**config.mk**
```make
export PLATFORM = sky130hd
export DESIGN_NAME = mem_port_arbiter
export DESIGN_NICKNAME = d
export VERILOG_FILES = /design/src/rtl/mem_arb_pkg.sv /design/src/rtl/arb_watchdog.sv /design/src/rtl/mem_port_arbiter.sv
export SDC_FILE = /design/constraint.sdc
export NUM_CORES = 1
export LEC_CHECK = 0
export CORE_AREA = 3 3 107 109
export DETAILED_ROUTE_END_ITERATION = 8
export DIE_AREA = 0 0 110 112
export PLACE_DENSITY = 0.59
export SYNTH_ARGS = -nofsm -noshare
export SYNTH_HDL_FRONTEND = slang
export SYNTH_SLANG_ARGS = --single-unit
```
**constraint.sdc**
```tcl
create_clock -name clk -period 1.8 [get_ports clk]
set_clock_uncertainty 0.15 [all_clocks]
set_input_delay 0.36 -clock clk [delete_from_list [all_inputs] [get_ports clk]]
set_output_delay 0.36 -clock clk [all_outputs]
set_load 0.03 [all_outputs]
```
**src/rtl/mem_arb_pkg.sv**
```systemverilog
// Shared types for the unified-memory port arbiter.
package mem_arb_pkg;

  typedef enum logic [1:0] {
    IDLE   = 2'd0,
    BUSY_I = 2'd1,
    BUSY_D = 2'd2
  } arb_state_e;

  typedef enum logic [1:0] {
    SIZE_B = 2'd0,
    SIZE_H = 2'd1,
    SIZE_W = 2'd2
  } mem_size_e;

endpackage

```
**src/rtl/arb_watchdog.sv**
```systemverilog
// Response watchdog: counts busy cycles since the last grant and raises a sticky error.
module arb_watchdog #(
  parameter int unsigned TIMEOUT = 16
) (
  input  logic clk,
  input  logic reset,
  input  logic clear,
  input  logic busy,
  output logic timeout,
  output logic err
);

  localparam int unsigned CntW = (TIMEOUT > 2) ? $clog2(TIMEOUT) : 1;

  logic [CntW-1:0] cnt_q, cnt_d;
  logic            err_q, err_d;

  // The grant cycle counts as the first elapsed cycle, so firing at TIMEOUT-2
  // lands err and the return to IDLE exactly TIMEOUT cycles after the grant.
  always_comb begin
    cnt_d   = cnt_q;
    timeout = busy & ~clear & (cnt_q == CntW'(TIMEOUT - 2));
    if (clear) begin
      cnt_d = '0;
    end else if (busy) begin
      cnt_d = cnt_q + CntW'(1);
    end
    err_d = err_q | timeout;
  end

  always_ff @(posedge clk) begin
    if (reset) begin
      cnt_q <= '0;
      err_q <= 1'b0;
    end else begin
      cnt_q <= cnt_d;
      err_q <= err_d;
    end
  end

  assign err = err_q;

endmodule

```
**src/rtl/mem_port_arbiter.sv**
```systemverilog
// Single-outstanding arbiter sharing one memory port between fetch and data access.
module mem_port_arbiter
  import mem_arb_pkg::*;
#(
  parameter int unsigned AWIDTH  = 32,
  parameter int unsigned DWIDTH  = 32,
  parameter int unsigned TIMEOUT = 16
) (
  input  logic              clk,
  input  logic              reset,
  input  logic              if_req,
  input  logic [AWIDTH-1:0] if_addr,
  output logic              if_gnt,
  output logic              if_rvalid,
  output logic [DWIDTH-1:0] if_rdata,
  input  logic              d_req,
  input  logic              d_wen,
  input  logic [AWIDTH-1:0] d_addr,
  input  logic [DWIDTH-1:0] d_wdata,
  input  logic [1:0]        d_size,
  output logic              d_rvalid,
  output logic [DWIDTH-1:0] d_rdata,
  input  logic              e_br_taken,
  output logic              mem_req,
  output logic              mem_wen,
  output logic [AWIDTH-1:0] mem_addr,
  output logic [DWIDTH-1:0] mem_wdata,
  output logic [1:0]        mem_size,
  input  logic              mem_rvalid,
  input  logic [DWIDTH-1:0] mem_rdata,
  output logic              stall_if,
  output logic              stall_mem,
  output logic              err
);

  arb_state_e state_q, state_d;
  logic       drop_q, drop_d;
  logic       busy, can_grant, d_gnt, timeout;

  always_comb begin
    busy      = (state_q != IDLE);
    d_rvalid  = (state_q == BUSY_D) & mem_rvalid;
    if_rvalid = (state_q == BUSY_I) & mem_rvalid & ~drop_q & ~e_br_taken;
    can_grant = (state_q == IDLE) | (busy & mem_rvalid);
    // d_req is still high in its own completion cycle; do not re-issue it.
    d_gnt     = can_grant & d_req & ~d_rvalid;
    if_gnt    = can_grant & if_req & ~d_gnt & ~e_br_taken;

    mem_req   = d_gnt | if_gnt;
    mem_wen   = 1'b0;
    mem_addr  = '0;
    mem_wdata = '0;
    mem_size  = '0;
    if (d_gnt) begin
      mem_wen   = d_wen;
      mem_addr  = d_addr;
      mem_wdata = d_wdata;
      mem_size  = d_size;
    end else if (if_gnt) begin
      mem_addr  = if_addr;
      mem_size  = SIZE_W;
    end

    stall_mem = d_req & ~d_rvalid;
    stall_if  = if_req & ~if_rvalid;
  end

  always_comb begin
    state_d = state_q;
    drop_d  = drop_q;
    if (state_q == BUSY_I) begin
      if (mem_rvalid) begin
        drop_d = 1'b0;
      end else if (e_br_taken) begin
        drop_d = 1'b1;
      end
    end
    if (can_grant) begin
      state_d = d_gnt ? BUSY_D : (if_gnt ? BUSY_I : IDLE);
    end
    if (timeout) begin
      state_d = IDLE;
      drop_d  = 1'b0;
    end
  end

  always_ff @(posedge clk) begin
    if (reset) begin
      state_q <= IDLE;
      drop_q  <= 1'b0;
    end else begin
      state_q <= state_d;
      drop_q  <= drop_d;
    end
  end

  assign if_rdata = mem_rdata;
  assign d_rdata  = mem_rdata;

  arb_watchdog #(
    .TIMEOUT (TIMEOUT)
  ) u_watchdog (
    .clk     (clk),
    .reset   (reset),
    .clear   (mem_req),
    .busy    (busy),
    .timeout (timeout),
    .err     (err)
  );

endmodule

```
==> reports/qor.yml <==
p_per_area_mw_per_mm2: 545
finalHoldViolations: 0
p_clk_share_pct: 10.4
synth_edf_count: 0
antenna_cells: 0
yosysTopAreaCell: "buf_4"
synth_area_leaders: "buf_4 (30%), a22o_1 (18%), and2_1 (14%), dfxtp_1 (10%), buf_6 (6.4%)"
syn_inst: 197
dp_hpwl_mm: 5.76
vias_per_cell: 4.00
vias: 1935
grt_max_degree: 19
drive_gt1_share_pct: 58.4
hold_end: "u_watchdog.err"
gr-usage-met3_pct: 3.19
hold_slack_ns: 0.323
ctsHoldBuffers: 0
yosysUniqueCellTypes: 33
syn_area_mm2: 0.00158
grt_util_all_layers_pct: 11.3
grt_pass1_vias: 1951
dpl-instance-area_mm2: 0.00318
setup_violations: 72
rsz0062_at_grt: "yes"
synth_flop_cell: "dfxtp_1"
holdCritStartpoint: "u_watchdog.err"
violations: "setup timing"
layout_setup_ws_ns: -0.466
synth_top_area_share_pct: 30.5
cts_tree: "done"
drc: 0
cp_max_fo: 7
synth.most_common_cell: "buf_4"
drt-initial-drc-count: 39
initial_core_util_pct: 14.7
p_int_mw: 1.33
critical_path_class: "flop to output port"
r2r_slack_ns: -0.17
ys_ff_latch: 8
grt_pass1_wl_mm: 10.8
area_growth_pct: 153
met1_usage_pct: 13.5
routed_wl_mm: 8.41
die_area_mm2: 0.0123
ir_worst_vdd_v: 0.000363
synth_top_cells_by_count: "buf_4 (64), and2_1 (35), a22o_1 (32), buf_6 (9), dfxtp_1 (8)"
reg2reg_to: "state_q[0]"
synth_fp_nets: 336
postRouteAntennaNets: 0
finalSetupTns_ns: -29.04
seqPwrFrac_pct: 9.4
synthArstFlopShare_pct: 0
slew_headroom_pct: 79.0
power_frac_comb_pct: 80.1
report.power.total_mw: 2.17
max_freq_ghz: 0.441
timing.rr.start: "state_q[1]"
worst_setup_path_start_kind: "flop"
final_area_mm2: 0.00399
postSynthAreaPerCell_um2: 8.01
min_path_type: "flop to flop"
core_area_mm2: 0.0107
io_pins: 275
gr-usage-met2_pct: 19.5
fin_nets: 485
seq_area_frac_synth_pct: 10.2
synth_warnings: 0
cp-end-kind: "output port"
busiest_layer: "met2"
die_y_um: 112
h-tree-depth: 1
max_slew.worst_pin.slew_ns: 0.314
die_w_um: 110
maxCapViolCount: 0
clkLatencyLatePin_ns: 0.23
fin_crit_ns: 2.27
antenna_found_initial: 0
port_buffers: 178
p_sw_share_pct: 38.9
root_buffer: "clkbuf_8"
p_sw_mw: 0.845
clock_sinks: 8
fin_crit_sh_pct: 126
drv_slew: 0
first_pass_iters: 4
gr-total-overflow: 0
routabilityCongestion: 0.778
worstPathArrival_ns: 1.76
placement_rows: 38
reg2reg_depth: 10
cp.required_ns: 1.29
fill_cells: 1073
hold_depth: 2
cts.reportedPaths.clkPinSlew_ns: 0.05
status: "finished with violations"
clock_path_buffers: 2
p_leak_nw: 1.76
wire_per_inst_um: 17.4
cts-buffers-inserted: 3
[logic make-up after synthesis]
kind of cell	count (synthesis)	synth area share, %
flip-flops	8	10.2
XOR/XNOR	3	1.67
AO/OA/AOI/OAI	43	24.7
AND/OR/NAND/NOR	59	22.6
buffers and inverters	82	39.3
adder cells (fa/ha/maj)	2	1.59
[cell type report]
| cell class | count | area (um2) | share of cell area (%) |
|---|---|---|---|
| repair buffers | 221 | 2470 | 62.0 |
| multi-input cells | 107 | 1110 | 27.9 |
| well taps | 140 | 175 | 4.39 |
| flip-flops and latches | 8 | 165 | 4.14 |
| clock buffers | 3 | 41.3 | 1.03 |
| inverters | 5 | 18.8 | 0.470 |
[placed cells by master, fill, tap and decap left out, types with 5 or more instances in the layout]
cell             netlist  routed
a22o_2                 0      11
a22o_4                 0      17
and2_4                 0      34
buf_12                 0      11
buf_4                 64      21
buf_6                  9      76
clkdlybuf4s50_1        0     101
dfxtp_1                8       6
nor2_1                 5       5
[power by group through the flow]
stage,registers [mW],logic [mW],clock network [mW]
detailed placement,0.206,1.32,0
floorplan,0.205,1.01,0
global route,0.208,1.83,0.237
global placement,0.206,1.32,0
finish,0.205,1.74,0.227
CTS,0.204,1.53,0.230
[layer usage]
layer | wire (um) | up-vias | share of wire [%]
met2 | 4260 | 107 | 51
li1 | - | 912 | -
met3 | 824 | 16 | 9.8
met4 | 121 | 0 | 1.4
met1 | 3200 | 900 | 38
met5 | 0 | - | 0
[registers in the layout, summed over array words and instances, names as in the netlist]
register,flops
state_q,2
drop_q,1
u_watchdog.err,1
u_watchdog.cnt_q,4
[critical path: stages, from the launching register on]
cell     delay [ns]
dfxtp_4        0.35
buf_6          0.12
nor2b_4        0.10
o32ai_2        0.07
and2b_2        0.23
buf_12         0.14
buf_12         0.14
a22o_4         0.22
buf_12         0.13
[worst max path at each step]
stage / slack (ns) / end / startpoint / cells past startpoint
final: -0.47 / mem_addr[12] / state_q[1] / 8
after global routing: -0.52 / mem_addr[12] / state_q[1] / 8
after CTS: -0.60 / mem_addr[12] / state_q[1] / 9
after detailed placement: -0.82 / stall_if / mem_rvalid / 6
after global placement: -0.81 / stall_if / mem_rvalid / 6
after floorplan: -0.03 / stall_if / state_q[0] / 4
[stage by stage]
step,utilization (%),instances,setup WS (ns)
final,37.3,484,-0.466
after global routing,37.3,484,-0.517
after CTS,33.6,475,-0.597
after detailed placement,29.8,457,-0.824
after global placement,29.8,457,-0.807
after floorplan,-,197,-0.0269
[what timing repair did]
item,CTS,global route
gates resized for setup,44,99
setup buffers,12,6
pin swaps,2,12
endpoints found under the setup margin,77,75
gates cloned,3,6
Power figures use the tool's default switching activity.
